`src/rtl/ioexp_pkg.sv`:
```
// Shared constants and types for the I/O expander register arbiter.
package ioexp_pkg;

  localparam logic [2:0] REG_IN0  = 3'd0;
  localparam logic [2:0] REG_IN1  = 3'd1;
  localparam logic [2:0] REG_OUT0 = 3'd2;
  localparam logic [2:0] REG_OUT1 = 3'd3;
  localparam logic [2:0] REG_POL0 = 3'd4;
  localparam logic [2:0] REG_POL1 = 3'd5;
  localparam logic [2:0] REG_CFG0 = 3'd6;
  localparam logic [2:0] REG_CFG1 = 3'd7;

  localparam logic [7:0] OUT_RST = 8'hFF;
  localparam logic [7:0] POL_RST = 8'h00;
  localparam logic [7:0] CFG_RST = 8'hFF;

  typedef enum logic [1:0] {IDLE, ACCESS, ACK} state_t;

  // Registers 0/1 mirror the sampled pads and cannot be written.
  function automatic logic is_input_reg(input logic [2:0] addr);
    return addr[2:1] == 2'b00;
  endfunction

endpackage

```
`src/rtl/ioexp_reg_arbiter_if.sv`:
```
// One requester's register-access handshake; master = requester, slave = arbiter.
interface ioexp_reg_arbiter_if;
  logic       req;
  logic       we;
  logic [2:0] addr;
  logic [7:0] wdata;
  logic       ack;
  logic [7:0] rdata;

  modport master (output req, we, addr, wdata, input ack, rdata);
  modport slave  (input req, we, addr, wdata, output ack, rdata);
endinterface

```
`src/rtl/ioexp_input_sampler.sv`:
```
// Periodic pad sampler with per-port read snapshots and the change interrupt.
module ioexp_input_sampler #(
  parameter int SAMPLE_DIV = 50
) (
  input  logic       clk,
  input  logic       rst_n,
  input  logic [7:0] port0_in,
  input  logic [7:0] port1_in,
  input  logic [7:0] cfg0,
  input  logic [7:0] cfg1,
  input  logic       rd_strobe,
  input  logic       rd_port,
  output logic [7:0] sample0,
  output logic [7:0] sample1,
  output logic       int_n
);

  logic [7:0] cnt;
  logic [7:0] snap0;
  logic [7:0] snap1;
  logic [7:0] pending;
  logic       wrap;

  assign wrap    = (cnt == 8'(SAMPLE_DIV - 1));
  assign pending = ((sample0 ^ snap0) & cfg0) | ((sample1 ^ snap1) & cfg1);

  // Snapshots take the pre-update sample when a read coincides with a sample wrap.
  always_ff @(posedge clk or negedge rst_n) begin
    if (!rst_n) begin
      cnt     <= 8'd0;
      sample0 <= 8'h00;
      sample1 <= 8'h00;
      snap0   <= 8'h00;
      snap1   <= 8'h00;
      int_n   <= 1'b1;
    end else begin
      cnt <= wrap ? 8'd0 : cnt + 8'd1;
      if (wrap) begin
        sample0 <= port0_in;
        sample1 <= port1_in;
      end
      if (rd_strobe && !rd_port) snap0 <= sample0;
      if (rd_strobe &&  rd_port) snap1 <= sample1;
      int_n <= ~(|pending);
    end
  end

endmodule

```
`src/rtl/ioexp_reg_arbiter.sv`:
```
// Round-robin arbiter and register bank for the PCA9555-style expander.
//   state  | meaning
//   IDLE   | wait for a request, latch the winner's command
//   ACCESS | commit write or capture read data
//   ACK    | pulse the winner's ack
module ioexp_reg_arbiter
  import ioexp_pkg::*;
#(
  parameter int SAMPLE_DIV = 50
) (
  input  logic                  clk,
  input  logic                  RST,
  ioexp_reg_arbiter_if.slave    a,
  ioexp_reg_arbiter_if.slave    b,
  input  logic [7:0]            port0_in,
  input  logic [7:0]            port1_in,
  output logic [7:0]            port0_out,
  output logic [7:0]            port1_out,
  output logic [7:0]            port0_cfg,
  output logic [7:0]            port1_cfg,
  output logic                  int_n
);

  state_t          state_q, state_d;
  logic            start, grant_b;
  logic            sel_q, we_q, last_b_q;
  logic [2:0]      addr_q;
  logic [7:0]      wdata_q, rd_val;
  logic [7:0]      a_rdata_q, b_rdata_q;
  logic [1:0][7:0] out_q, pol_q, cfg_q;
  logic [7:0]      sample0, sample1;
  logic            access, rd_strobe;

  always_comb begin
    state_d = state_q;
    start   = 1'b0;
    grant_b = 1'b0;
    case (state_q)
      IDLE: begin
        if (a.req || b.req) begin
          start   = 1'b1;
          grant_b = b.req && (!a.req || !last_b_q);
          state_d = ACCESS;
        end
      end
      ACCESS:  state_d = ACK;
      ACK:     state_d = IDLE;
      default: state_d = IDLE;
    endcase
  end

  always_ff @(posedge clk or negedge RST) begin
    if (!RST) state_q <= IDLE;
    else      state_q <= state_d;
  end

  assign access    = (state_q == ACCESS);
  assign rd_strobe = access && !we_q && is_input_reg(addr_q);

  always_comb begin
    rd_val = 8'h00;
    case (addr_q)
      REG_IN0:  rd_val = sample0 ^ pol_q[0];
      REG_IN1:  rd_val = sample1 ^ pol_q[1];
      REG_OUT0: rd_val = out_q[0];
      REG_OUT1: rd_val = out_q[1];
      REG_POL0: rd_val = pol_q[0];
      REG_POL1: rd_val = pol_q[1];
      REG_CFG0: rd_val = cfg_q[0];
      REG_CFG1: rd_val = cfg_q[1];
      default:  rd_val = 8'h00;
    endcase
  end

  always_ff @(posedge clk or negedge RST) begin
    if (!RST) begin
      sel_q     <= 1'b0;
      we_q      <= 1'b0;
      addr_q    <= 3'd0;
      wdata_q   <= 8'h00;
      last_b_q  <= 1'b1;
      a_rdata_q <= 8'h00;
      b_rdata_q <= 8'h00;
      out_q     <= {OUT_RST, OUT_RST};
      pol_q     <= {POL_RST, POL_RST};
      cfg_q     <= {CFG_RST, CFG_RST};
    end else begin
      if (start) begin
        sel_q    <= grant_b;
        last_b_q <= grant_b;
        we_q     <= grant_b ? b.we    : a.we;
        addr_q   <= grant_b ? b.addr  : a.addr;
        wdata_q  <= grant_b ? b.wdata : a.wdata;
      end
      if (access && we_q) begin
        case (addr_q)
          REG_OUT0: out_q[0] <= wdata_q;
          REG_OUT1: out_q[1] <= wdata_q;
          REG_POL0: pol_q[0] <= wdata_q;
          REG_POL1: pol_q[1] <= wdata_q;
          REG_CFG0: cfg_q[0] <= wdata_q;
          REG_CFG1: cfg_q[1] <= wdata_q;
          default: ;
        endcase
      end
      if (access && !we_q) begin
        if (sel_q) b_rdata_q <= rd_val;
        else       a_rdata_q <= rd_val;
      end
    end
  end

  assign a.ack   = (state_q == ACK) && !sel_q;
  assign b.ack   = (state_q == ACK) &&  sel_q;
  assign a.rdata = a_rdata_q;
  assign b.rdata = b_rdata_q;

  assign port0_out = out_q[0];
  assign port1_out = out_q[1];
  assign port0_cfg = cfg_q[0];
  assign port1_cfg = cfg_q[1];

  ioexp_input_sampler #(.SAMPLE_DIV(SAMPLE_DIV)) u_sampler (
    .clk       (clk),
    .rst_n     (RST),
    .port0_in  (port0_in),
    .port1_in  (port1_in),
    .cfg0      (cfg_q[0]),
    .cfg1      (cfg_q[1]),
    .rd_strobe (rd_strobe),
    .rd_port   (addr_q[0]),
    .sample0   (sample0),
    .sample1   (sample1),
    .int_n     (int_n)
  );

endmodule
```
`src/flat_wrapper.sv`:
```
// flat-port wrapper written by rule: the top's interface ports become plain ports
module ioexp_reg_arbiter_flat import ioexp_pkg::*;
#(
  parameter int SAMPLE_DIV = 50
)
  (clk, RST, port0_in, port1_in, port0_out, port1_out, port0_cfg, port1_cfg, int_n, a_req, a_we, a_addr, a_wdata, a_ack, a_rdata, b_req, b_we, b_addr, b_wdata, b_ack, b_rdata);
  ioexp_reg_arbiter_if a_i ();
  ioexp_reg_arbiter_if b_i ();
  input  logic clk;
  input  logic RST;
  input  logic [7:0] port0_in;
  input  logic [7:0] port1_in;
  output logic [7:0] port0_out;
  output logic [7:0] port1_out;
  output logic [7:0] port0_cfg;
  output logic [7:0] port1_cfg;
  output logic int_n;
  input wire logic [$bits(a_i.req)-1:0] a_req;
  input wire logic [$bits(a_i.we)-1:0] a_we;
  input wire logic [$bits(a_i.addr)-1:0] a_addr;
  input wire logic [$bits(a_i.wdata)-1:0] a_wdata;
  output wire logic [$bits(a_i.ack)-1:0] a_ack;
  output wire logic [$bits(a_i.rdata)-1:0] a_rdata;
  input wire logic [$bits(b_i.req)-1:0] b_req;
  input wire logic [$bits(b_i.we)-1:0] b_we;
  input wire logic [$bits(b_i.addr)-1:0] b_addr;
  input wire logic [$bits(b_i.wdata)-1:0] b_wdata;
  output wire logic [$bits(b_i.ack)-1:0] b_ack;
  output wire logic [$bits(b_i.rdata)-1:0] b_rdata;
  assign a_i.req = a_req;
  assign a_i.we = a_we;
  assign a_i.addr = a_addr;
  assign a_i.wdata = a_wdata;
  assign a_ack = a_i.ack;
  assign a_rdata = a_i.rdata;
  assign b_i.req = b_req;
  assign b_i.we = b_we;
  assign b_i.addr = b_addr;
  assign b_i.wdata = b_wdata;
  assign b_ack = b_i.ack;
  assign b_rdata = b_i.rdata;
  ioexp_reg_arbiter #(.SAMPLE_DIV(SAMPLE_DIV)) u_core (.clk(clk), .RST(RST), .a(a_i), .b(b_i), .port0_in(port0_in), .port1_in(port1_in), .port0_out(port0_out), .port1_out(port1_out), .port0_cfg(port0_cfg), .port1_cfg(port1_cfg), .int_n(int_n));
endmodule
```
`config.mk`:
```
export PLATFORM = sky130hd
export DESIGN_NAME = ioexp_reg_arbiter_flat
export DESIGN_NICKNAME = d
export VERILOG_FILES = /design/src/rtl/ioexp_pkg.sv /design/src/rtl/ioexp_reg_arbiter_if.sv /design/src/rtl/ioexp_input_sampler.sv /design/src/rtl/ioexp_reg_arbiter.sv /design/src/flat_wrapper.sv
export SDC_FILE = /design/constraint.sdc
export NUM_CORES = 1
export LEC_CHECK = 0
export ABC_AREA = 1
export BUFFER_PORTS_ARGS = -buffer_cell sky130_fd_sc_hd__clkbuf_2
export CORE_ASPECT_RATIO = 1.25
export CORE_UTILIZATION = 30
export CTS_BUF_LIST = sky130_fd_sc_hd__clkbuf_4 sky130_fd_sc_hd__clkbuf_8 sky130_fd_sc_hd__clkbuf_16
export DETAILED_ROUTE_END_ITERATION = 7
export PLACE_DENSITY = 0.51
export SLEW_MARGIN = 20
export SYNTH_ARGS = -nofsm -noshare
export SYNTH_HDL_FRONTEND = slang
export SYNTH_SLANG_ARGS = --single-unit
```
`constraint.sdc`:
```
create_clock -name clk -period 4.4 [get_ports clk]
set_input_delay 0.88 -clock clk [delete_from_list [all_inputs] [get_ports clk]]
set_output_delay 0.88 -clock clk [all_outputs]
set_load 0.02 [all_outputs]
```
# == After elaboration in Yosys (flattened, before gate mapping) ==
# Index checks and enable logic that the tools add are counted.
# op_classes
n_addsub,1
n_eq_ne,11
n_bitwise,9
reduce_logical,27
muxes,11
# ops
op,count
$pmux W8 S8,1
$xor A8 B8 Y8,4
$and A8 B8 Y8,2
$mux W8,2
$reduce_and A2 Y1,8
$eq A3 B3 Y1 const B,4
$add A8 B1 Y8 const B,1
$eq A8 B6 Y1 const B,1
$logic_and A1 B1 Y1,8
$or A8 B8 Y8,1
$reduce_or A8 Y1,1
$eq A3 B2 Y1 const B,2
$logic_not A1 Y1,5
$mux W1,5
$logic_not A2 Y1,2
$pmux W2 S2,1
$eq A3 B1 Y1 const B,1
$logic_not A3 Y1,1
$mux W3,1
$eq A2 B1 Y1 const B,1
$eq A2 B2 Y1 const B,1
$logic_or A1 B1 Y1,2
$mux W2,1
$ne A2 B1 Y1 const B,1
$not A1 Y1,2
# totals
output_inout_bits,51
wordCells,79
inputBits,44
ff_bits,121

# == Longest topological paths before layout ==
# Gate-level depths: netlist of the first run.
# logic_depth
depth_word,6
depth_mapped,10
mapped_depth_nobuf,8

# == Hierarchy ==
# From an unflattened synthesis of the first run, not the netlist that was laid out.
# unflattened
cells_unflattened,736
area_unflattened_um2,6019.5
# by_module_without_submodules
mod,cells_per_inst,area_per_inst_um2,seq_area_each_um2,n_inst
ioexp_reg_arbiter,499,4057.6,2043.2,1
ioexp_input_sampler,237,1961.9,1027.2,1

# == Worst setup path before layout of the first run ==
# OpenSTA, ideal clock, no wires.
# synth_path
path_type,register to output
startpoint,reg u_core.state_q[1]
endpoint,out b_ack
required_time_ps,3520
arrival_time_ps,933
stages_incl_launch_ff,3
slack_ps,2587
n_path_buf,0
cell_sequence,dfrtp_1 -> inv_1 -> nor3_1
# synth_via
elab_chain_len,2
# synth_rtl
item,line,source
start: declaration,ioexp_reg_arbiter.sv:24,"state_t state_q, state_d;"
start signal: assignment,ioexp_reg_arbiter.sv:54,else state_q <= state_d;
$eq A2 B2 Y1,ioexp_reg_arbiter.sv:114,assign b.ack = (state_q == ACK) && sel_q;
$logic_and A1 B1 Y1,ioexp_reg_arbiter.sv:114,
end: declaration,flat_wrapper.sv:28,output wire logic [$bits(b_i.ack)-1:0] b_ack;
# Every way passes these cells.

# == Worst setup path in the final report of the first run ==
# layout_path
startpoint,reg u_core.addr_q[2]
endpoint,reg u_core.cfg_q (netlist bit u_core.port1_cfg[6])
# layout_via
elab_chain_len,2
# layout_rtl
item,line,source
start: declaration,ioexp_reg_arbiter.sv:27,logic [2:0] addr_q;
start signal: assignment,ioexp_reg_arbiter.sv:92,addr_q <= grant_b ? b.addr : a.addr;
$eq A3 B3 Y1,ioexp_reg_arbiter.sv:96,case (addr_q)
$reduce_and A2 Y1 (no line),n/a,
end signal: assignment,ioexp_reg_arbiter.sv:86,"cfg_q <= {CFG_RST, CFG_RST};"
end: declaration,ioexp_reg_arbiter.sv:30,"logic [1:0][7:0] out_q, pol_q, cfg_q;"
# Every way passes these cells.
# A chain may end at the register's enable or synchronous reset.

==> flow_metrics.env, run 1 <==
export IMPL_status="completed"
export IMPL_antenna_found_initial=0
export IMPL_cts_root_buf="clkbuf_16"
export IMPL_fmax_ghz=0.420
export IMPL_overflow=0
export IMPL_grt_pass1_wl_um=27400
export IMPL_diodes=0
export IMPL_syn_to_final_growth_pct=20.9
export IMPL_cts_tree="yes"
export IMPL_grt_usage=0.182
export IMPL_die_x_um=128
export IMPL_vias_per_cell=4.72
export IMPL_nets=853
export IMPL_synth_largest_area_cell="dfrtp_1"
export IMPL_path_cells="inv_2, nor4_4, nand2_1, o21ai_2"
export IMPL_io_pins=95
export IMPL_p_leak_uw=0.00356
export IMPL_hold_path_class="reg -> reg"
export IMPL_ys_seq_area_frac=0.518
export IMPL_critPathCaptureType="register"
export IMPL_cts_sinks=121
export IMPL_fin_crit_sh=0.541
export IMPL_drive_gt1_frac=0.228
export IMPL_syn_inst=719
export IMPL_fin_tns_setup_ns=0
export IMPL_rsz0062_at_grt="false"
export IMPL_ir_worst_vdd_uv=277
export IMPL_critical_path_class="reg -> reg"
export IMPL_hold_viol=0
export IMPL_wire_per_inst_um=16.0
export IMPL_vias=5117
export IMPL_drv_slew=0
export IMPL_crit_required_ns=4.75
export IMPL_row_count=57
export IMPL_cp_slowest_cell="nor4_4"
export IMPL_first_pass_iters=5
export IMPL_post_cts_buffers=0
export IMPL_synth_area_leaders="dfrtp_1 (37%), dfstp_2 (15%), nand2_1 (14%)"
export IMPL_multi_input_area_um2=2420
export IMPL_crit_family="simple AND/OR/NAND/NOR gates"
export IMPL_cpPeakStageDelay_ns=0.82
export IMPL_synth_top_cell_area_share=0.367
export IMPL_syn_nets=765
export IMPL_power_density_nw_per_um2=762
export IMPL_utilization=0.369
export IMPL_core_area_um2=19400
export IMPL_hpwlAfterDp_um=12900
export IMPL_seq_area_um2=3070
export IMPL_insertion_delay_ns=0.42
export IMPL_finalClockSkew_ns=0.00868
export IMPL_routed_wl_um=17400
export IMPL_cp_num_buf_inv=1
export IMPL_yosys_register_bits=121
export IMPL_cts_buffers=17
export IMPL_cts_hold_buf=0
export IMPL_initial_utilization=0.305
export IMPL_worstMarginPinSlew_ns=1.01
export IMPL_path_clk_slew_ns=0.05
export IMPL_first_global_vias=4932
export IMPL_drt_iter0_markers=379
export IMPL_cp_max_fo=36
export IMPL_gp_congestion=0.813
export IMPL_die_h_um=159
export IMPL_cts_repair_resized=0
export IMPL_grt_max_degree=62
export IMPL_pre_cts_slack_ns=1.53
export IMPL_setup_viol_count_final=0
export IMPL_htreeDepth=4
export IMPL_finalPower_uw=5460
export IMPL_fill_cells=2096
export IMPL_layout_setup_ws_ns=2.02
export IMPL_yosysWarnings=0
export IMPL_syn_area_um2=5920
export IMPL_syn_avg_cell_area_um2=8.24
export IMPL_crit_arrival_ns=2.73
export IMPL_die_area_um2=20300
export IMPL_ctsLongestPathBuffers=2
export IMPL_crit_path_start_kind="register"
export IMPL_max_cap_violations=0
export IMPL_final_min_clock_period_ns=2.38
export IMPL_relSlewSlack=0.328
export IMPL_io_buffers=94
export IMPL_ant_nets=0
export IMPL_synth_distinct_cells=34
export IMPL_drc=0
-- where the power goes --
| group | total (uW) | switching (uW) | internal, uW |
|---|---|---|---|
| clock | 1300 | 487 | 814 |
| combinational | 1920 | 1310 | 611 |
| sequential | 2240 | 581 | 1660 |
| total | 5460 | 2370 | 3080 |
-- state kept, by name, summed over array words and instances, names as in the netlist, 2 cells and up --
name	flops
u_core.port0_cfg	8
u_core.u_sampler.snap1	8
u_core.a.rdata	8
u_core.wdata_q	8
u_core.port1_out	8
u_core.u_sampler.cnt	8
u_core.pol_q	16
u_core.u_sampler.snap0	8
u_core.port0_out	8
u_core.addr_q	3
u_core.u_sampler.sample0	8
u_core.state_q	2
u_core.u_sampler.sample1	8
u_core.port1_cfg	8
u_core.b.rdata	8
-- tightest hold or removal path, cell delays in order, from the launching register on --
cell and delay [ns]:
dfrtp_1 0.34, nand2_1 0.05, nand2_1 0.05
-- cell usage after synthesis (all sizes together) --
cell type / number
nor3: 6
ha: 2
a31o: 1
a21oi: 12
buf: 21
nor4: 4
nand4: 43
a31oi: 1
dfrtp: 87
o21ai: 104
dfstp: 34
o22ai: 11
nand3: 20
xor2: 10
nand2: 220
inv: 70
clkbuf: 9
nor3b: 1
nor2: 62
xnor2: 1
-- path summary, 6_finish.rpt --
| kind | slack [ns] | cells past startpoint | end | startpoint |
|---|---|---|---|---|
| min in group asynchronous | 0.54 | 1 | u_core.we_q$_DFFE_PN0P_ | RST |
| hold / removal | 0.48 | 2 | u_core.a.rdata[6]$_DFFE_PN0P_ | u_core.a.rdata[6]$_DFFE_PN0P_ |
| setup reg to reg | 2.02 | 4 | u_core.port1_cfg[6]$_DFFE_PN1P_ | u_core.addr_q[2]$_DFFE_PN0P_ |
| setup / recovery | 2.02 | 4 | u_core.port1_cfg[6]$_DFFE_PN1P_ | u_core.addr_q[2]$_DFFE_PN0P_ |
| hold reg to reg | 0.48 | 2 | u_core.a.rdata[6]$_DFFE_PN0P_ | u_core.a.rdata[6]$_DFFE_PN0P_ |
| max in group asynchronous | 2.99 | 2 | u_core.u_sampler.int_n$_DFF_PN1_ | RST |
-- metal layers --
layer	wire [um]	track usage	up-vias
met5	0	0	-
met4	419	0.0781	0
met3	797	0.0423	27
met2	8850	0.303	128
met1	7310	0.223	2425
li1	-	-	2537
-- metrics by stage --
| step | hold slack (ns) | std cells | area [um^2] |
|---|---|---|---|
| floorplan | 0.454 | 719 | 5920 |
| global placement | 0.465 | 1053 | 6610 |
| detailed placement | 0.468 | 1053 | 6610 |
| CTS | 0.483 | 1085 | 7160 |
| global route | 0.500 | 1085 | 7160 |
| finish | 0.476 | 1085 | 7160 |
-- cell type report --
cell class,instances,area share
clock inverter,9,0.0105
inverter,70,0.0370
sequential,121,0.429
timing repair buffer,99,0.0730
tap,265,0.0463
clock buffer,23,0.0666
multi-input combinational,498,0.338
-- logic make-up after synthesis --
kind of cell,after synthesis,share of synthesized area
AO/OA/AOI/OAI,129,0.115
XOR/XNOR,11,0.0163
adder cells (fa/ha/maj),2,0.00422
buffers and inverters,100,0.0733
flip-flops,121,0.518
AND/OR/NAND/NOR,356,0.273
-- layout by cell type (no fill, tap or decap), types with 12 or more instances in the layout --
| cell | synthesis | layout |
|---|---|---|
| o21ai_0 | 97 | 97 |
| clkbuf_16 | 0 | 17 |
| nor2_1 | 60 | 60 |
| clkbuf_2 | 0 | 93 |
| nand4_1 | 41 | 41 |
| nand2_1 | 219 | 219 |
| inv_1 | 67 | 67 |
| nand3_1 | 18 | 18 |
| dfstp_2 | 34 | 34 |
| a21oi_1 | 12 | 12 |
| dfrtp_1 | 87 | 86 |
No activity file was read; power rests on OpenSTA's default activity.
==> run 2, diff against run 1 <==
Settings changed: ABC_AREA 1 to 0, PLACE_DENSITY 0.51 to 0.52.
Clock period 4.4 ns to 2.1 ns, I/O delays scaled along.
==> run 2 against run 1 <==
Effect of this change:
- sequential share of layout area is 0.75 points lower
- sequential cell count stayed put
- synthesized area is 0.87% lower
- hold slack worse by 0.25 ns
- highest routed layer unchanged
- non-clock buffer count is 10 higher
- largest power group unchanged
- cell count is 22% lower
- global-route usage is 2.5 points lower
- largest cell class unchanged
- power is 89% higher
==> flow_metrics.env, run 2 <==
export IMPL_gp_congestion=0.808
export IMPL_nets=617
export IMPL_synth_largest_area_cell="dfrtp_1"
export IMPL_synth_top_cell_area_share=0.371
export IMPL_cp_slowest_cell="dfrtp_1"
export IMPL_finalClockSkew_ns=0.00587
export IMPL_insertion_delay_ns=0.42
export IMPL_crit_required_ns=2.38
export IMPL_grt_pass1_wl_um=23200
export IMPL_antenna_found_initial=0
export IMPL_overflow=0
export IMPL_yosysWarnings=0
export IMPL_critPathCaptureType="register"
export IMPL_worstMarginPinSlew_ns=0.791
export IMPL_syn_area_um2=5870
export IMPL_hpwlAfterDp_um=11300
export IMPL_top_register="u_core.pol_q"
export IMPL_ir_worst_vdd_uv=707
export IMPL_vias_per_cell=4.71
export IMPL_fill_cells=1868
export IMPL_cts_root_buf="clkbuf_16"
export IMPL_power_density_nw_per_um2=1420
export IMPL_status="completed"
export IMPL_p_leak_uw=0.00356
export IMPL_largest_reg_flops=16
export IMPL_critical_path_class="reg -> reg"
export IMPL_die_h_um=158
export IMPL_p_seq_frac=0.384
export IMPL_syn_avg_cell_area_um2=12.7
export IMPL_fin_crit_sh=0.924
export IMPL_final_min_clock_period_ns=1.94
export IMPL_wire_per_inst_um=17.7
export IMPL_cts_tree="yes"
export IMPL_p_clk_frac=0.275
export IMPL_finalPower_uw=10300
export IMPL_synth_edf_count=0
export IMPL_pwr_share_comb=0.341
export IMPL_syn_inst=462
export IMPL_io_pins=95
export IMPL_fin_tns_setup_ns=0
export IMPL_die_x_um=127
export IMPL_final_cell_mix="clkbuf_2 (93), dfrtp_1 (87), mux2_2 (63)"
export IMPL_first_global_vias=4038
export IMPL_p_int_uw=6450
export IMPL_yosys_top_cells_count="dfrtp_1 (87), mux2_2 (63), nand2_1 (41), dfstp_2 (34), mux2i_1 (24)"
export IMPL_synth_distinct_cells=60
export IMPL_yosys_register_bits=121
export IMPL_row_count=56
export IMPL_drc=0
export IMPL_cts_buffers=17
export IMPL_hold_path_class="in -> reg"
export IMPL_final_cells=845
export IMPL_synth_main_ff_cell="dfrtp_1"
export IMPL_routed_wl_um=15000
export IMPL_path_cells="buf_4, nor2b_2, a22oi_1, o311ai_0, buf_4, o21ai_0"
export IMPL_dp_cells=812
export IMPL_hold_viol=0
export IMPL_utilization=0.384
export IMPL_ys_seq_area_frac=0.523
export IMPL_drt_iter0_markers=168
export IMPL_post_cts_buffers=0
export IMPL_htreeDepth=4
export IMPL_synth_area_leaders="dfrtp_1 (37%), dfstp_2 (15%), mux2_2 (12%)"
export IMPL_crit_arrival_ns=2.22
export IMPL_p_sw_frac=0.377
export IMPL_max_cap_violations=0
export IMPL_path_clk_slew_ns=0.06
export IMPL_ant_nets=0
export IMPL_initial_utilization=0.309
export IMPL_grt_max_degree=46
export IMPL_vias=3976
export IMPL_rsz0062_at_grt="false"
export IMPL_grt_usage=0.156
export IMPL_drive_gt1_frac=0.473
export IMPL_core_area_um2=19000
export IMPL_syn_nets=508
export IMPL_drv_slew=0
export IMPL_first_pass_iters=4
export IMPL_final_common_cell="clkbuf_2"
export IMPL_fmax_ghz=0.515
export IMPL_power_switching_uw=3900
export IMPL_holdWs_ns=0.228
export IMPL_crit_path_start_kind="register"
export IMPL_ctsLongestPathBuffers=2
export IMPL_io_buffers=94
export IMPL_diodes=0
export IMPL_crit_path_frequent_cell="buf_4"
export IMPL_async_reset_ff_frac=1.00
export IMPL_die_area_um2=20100
export IMPL_relSlewSlack=0.466
export IMPL_syn_to_final_growth_pct=24.1
export IMPL_cp_max_fo=13
export IMPL_cts_sinks=121
export IMPL_setup_viol_count_final=0
export IMPL_cpPeakStageDelay_ns=0.55
export IMPL_yosysMostFrequentCell="dfrtp_1"
==> run 2: cell types whose count changed after synthesis, moves of 11 or more <==
| cell | before | now |
|---|---|---|
| inv_1 | 67 | 4 |
| mux2_2 | 0 | 63 |
| mux2_4 | 0 | 17 |
| mux2i_1 | 0 | 24 |
| nand2_1 | 219 | 41 |
| nand3_1 | 18 | 6 |
| nand4_1 | 41 | 3 |
| nor2_1 | 60 | 15 |
| o21ai_0 | 97 | 21 |
| o22ai_1 | 11 | 0 |
==> run 2: critical path, delay by kind of cell, from the launching register on <==
family | cells | cell delay, ns
AND/OR/NAND/NOR | 1 | 0.33
AO/OA/AOI/OAI | 3 | 0.45
flip-flops | 1 | 0.55
buffers and inverters | 2 | 0.46
==> run 2: logic make-up after synthesis <==
group,synth area share
mux,0.211
buf+inv,0.0256
flops,0.523
simple gates,0.104
compound gates,0.0865
xor+xnor,0.0462
fa+ha+maj,0.00426
==> run 2: layer usage <==
layer	part of all wire	global-route usage	vias up	wire length (um)
met5	0	0	-	0
met4	0.015	0.0544	0	229
met3	0.045	0.0390	20	669
met2	0.50	0.262	82	7430
met1	0.44	0.195	1982	6650
li1	-	-	1892	-
==> run 2: power by group through the flow <==
stage | registers [uW] | logic [uW] | clock network [uW]
CTS | 3990 | 3560 | 2900
finish | 3970 | 3530 | 2840
global route | 4070 | 3850 | 3010
floorplan | 4100 | 2200 | 0
global placement | 4020 | 3500 | 0
detailed placement | 4030 | 3540 | 0
==> run 2: layout make-up <==
| cell class | instances | area [um^2] | share of cell area |
|---|---|---|---|
| clock buffer | 18 | 433 | 0.0594 |
| clock inverter | 14 | 151 | 0.0208 |
| inverter | 6 | 27.5 | 0.00378 |
| multi-input combinational | 316 | 2650 | 0.364 |
| sequential | 121 | 3070 | 0.421 |
| tap | 261 | 327 | 0.0448 |
| timing repair buffer | 109 | 626 | 0.0859 |
==> run 2: path summary, 6_finish.rpt <==
kind | startpoint | end | slack [ns] | cells past startpoint
setup / recovery | u_core.addr_q[2]$_DFFE_PN0P_ | u_core.a.rdata[3]$_DFFE_PN0P_ | 0.16 | 6
hold / removal | port1_in[6] | u_core.u_sampler.sample1[6]$_DFFE_PN0N_ | 0.23 | 2
setup reg to reg | u_core.addr_q[2]$_DFFE_PN0P_ | u_core.a.rdata[3]$_DFFE_PN0P_ | 0.16 | 6
hold reg to reg | u_core.last_b_q$_DFFE_PN1P_ | u_core.last_b_q$_DFFE_PN1P_ | 0.46 | 2
max in group asynchronous | RST | u_core.port0_cfg[1]$_DFFE_PN1P_ | 0.97 | 3
min in group asynchronous | RST | u_core.sel_q$_DFFE_PN0P_ | 0.47 | 2
==> run 2: stage by stage <==
step	cell area [um^2]	setup slack [ns]
floorplan	5870	0.546
global placement	6690	0.225
detailed placement	6690	0.203
CTS	7290	0.201
global route	7290	0.0566
finish	7290	0.159
==> run 2: repair_timing <==
action	4_1_cts	5_1_grt
endpoints found under the hold margin	12	0
hold buffers	1	0
resized for setup	0	0
==> run 3, diff against run 2 <==
Settings changed: CELL_PAD_IN_SITES_DETAIL_PLACEMENT from default to 2, CELL_PAD_IN_SITES_GLOBAL_PLACEMENT from default to 2, PLACE_DENSITY 0.52 to 0.7.
==> run 3 against run 2 <==
Effect of this change:
- hold slack worse by 0.15 ns
- combinational power is 4% higher
- sequential cell count stayed put
- count of clock-buffer cells in the layout is 5 higher
- worst setup slack better by 0.014 ns
- non-clock buffer count is 2 lower
- critical path type unchanged
- clock skew is 0.0039 ns higher
- register-to-register slack hardly changed
- maximum frequency is 0.72% higher
- clock power is 12% higher
- critical path depth stayed put
==> flow_metrics.env, run 3 (synthesized netlist as in run 2, its figures left out) <==
export IMPL_syn_to_final_growth_pct=24.5
export IMPL_cts_buffers=17
export IMPL_nets=615
export IMPL_diodes=0
export IMPL_cp_max_fo=9
export IMPL_crit_arrival_ns=2.21
export IMPL_worstMarginPinSlew_ns=0.682
export IMPL_utilization=0.385
export IMPL_wire_per_inst_um=20.8
export IMPL_drv_slew=0
export IMPL_first_pass_iters=4
export IMPL_drive_gt1_frac=0.472
export IMPL_pre_cts_slack_ns=0.183
export IMPL_crit_required_ns=2.38
export IMPL_overflow=0
export IMPL_cts_repair_resized=0
export IMPL_layout_setup_ws_ns=0.173
export IMPL_htreeDepth=4
export IMPL_crit_path_start_kind="register"
export IMPL_cts_hold_buf=0
export IMPL_critPathCaptureType="register"
export IMPL_fmax_ghz=0.519
export IMPL_vias_per_cell=4.88
export IMPL_drt_iter0_markers=108
export IMPL_row_count=56
export IMPL_post_cts_buffers=0
export IMPL_max_cap_violations=0
export IMPL_final_cell_mix="clkbuf_2 (93), dfrtp_1 (87), mux2_2 (63)"
export IMPL_path_clk_slew_ns=0.05
export IMPL_grt_pass1_wl_um=27300
export IMPL_insertion_delay_ns=0.43
export IMPL_rsz0062_at_grt="false"
export IMPL_gp_congestion=0.798
export IMPL_largest_reg_flops=16
export IMPL_io_buffers=94
export IMPL_ant_nets=0
export IMPL_final_common_cell="clkbuf_2"
export IMPL_antenna_found_initial=0
export IMPL_io_pins=95
export IMPL_status="completed"
export IMPL_cts_root_buf="clkbuf_16"
export IMPL_holdWs_ns=0.0751
export IMPL_fin_tns_setup_ns=0
export IMPL_ctsLongestPathBuffers=2
export IMPL_top_register="u_core.pol_q"
export IMPL_core_area_um2=19000
export IMPL_die_area_um2=20100
export IMPL_finalClockSkew_ns=0.00974
export IMPL_hpwlAfterDp_um=12900
export IMPL_hold_path_class="in -> async"
export IMPL_drc=0
export IMPL_cts_sinks=121
export IMPL_cts_tree="yes"
export IMPL_grt_usage=0.185
export IMPL_relSlewSlack=0.546
export IMPL_ir_worst_vdd_uv=642
export IMPL_fin_crit_sh=0.918
export IMPL_die_x_um=127
export IMPL_routed_wl_um=17500
export IMPL_p_leak_uw=0.00359
export IMPL_setup_viol_count_final=0
export IMPL_grt_max_degree=122
export IMPL_die_h_um=158
export IMPL_initial_utilization=0.309
export IMPL_final_min_clock_period_ns=1.93
export IMPL_critical_path_class="reg -> reg"
export IMPL_power_density_nw_per_um2=1490
export IMPL_vias=4113
export IMPL_rr_worst_depth=6
export IMPL_first_global_vias=4639
export IMPL_hold_viol=0
[run 3: report_power, final]
part,internal [uW],switching [uW]
logic,1540,2130
registers,3150,867
clock network,2140,1040
total,6830,4040
[run 3: stage by stage]
step	total power (uW)	cells	area, um^2
6_report	10900	842	7310
3_5_place_dp	7760	811	6670
4_1_cts	11000	842	7310
3_3_place_gp	7550	811	6670
2_1_floorplan	6300	462	5870
5_1_grt	11400	842	7310
[run 3: critical path: stages (launching register included)]
cell and delay, ns:
dfrtp_1 0.54, buf_4 0.25, nor2b_2 0.32, a22oi_1 0.18, o311ai_0 0.21, buf_4 0.22
o21ai_0 0.08
[run 3: worst paths after layout]
path	from	to	slack (ns)
min in group clk	port0_in[1]	u_core.u_sampler.sample0[1]$_DFFE_PN0N_	0.22
max in group asynchronous	RST	u_core.pol_q[12]$_DFFE_PN0P_	1.50
worst max-delay path	u_core.addr_q[2]$_DFFE_PN0P_	u_core.a.rdata[3]$_DFFE_PN0P_	0.17
worst min register to register	u_core.u_sampler.cnt[7]$_DFF_PN0_	u_core.u_sampler.cnt[7]$_DFF_PN0_	0.47
worst min-delay path	RST	u_core.sel_q$_DFFE_PN0P_	0.08
worst max register to register	u_core.addr_q[2]$_DFFE_PN0P_	u_core.a.rdata[3]$_DFFE_PN0P_	0.17
[run 3: routing by layer]
layer / wire (um) / part of all wire / vias up / global-route usage
li1: - / - / 1872 / -
met3: 539 / 0.031 / 28 / 0.0386
met1: 7370 / 0.42 / 2123 / 0.218
met5: 0 / 0 / - / 0
met2: 9220 / 0.53 / 90 / 0.326
met4: 417 / 0.024 / 0 / 0.0799
[run 3: layout make-up]
class,instances,area (um^2)
Clock buffer,23,502
Multi-Input combinational cell,316,2650
Inverter,6,27.5
Clock inverter,8,140
Fill cell,1945,11700
Tap cell,261,327
Timing Repair Buffer,107,596
Sequential cell,121,3070
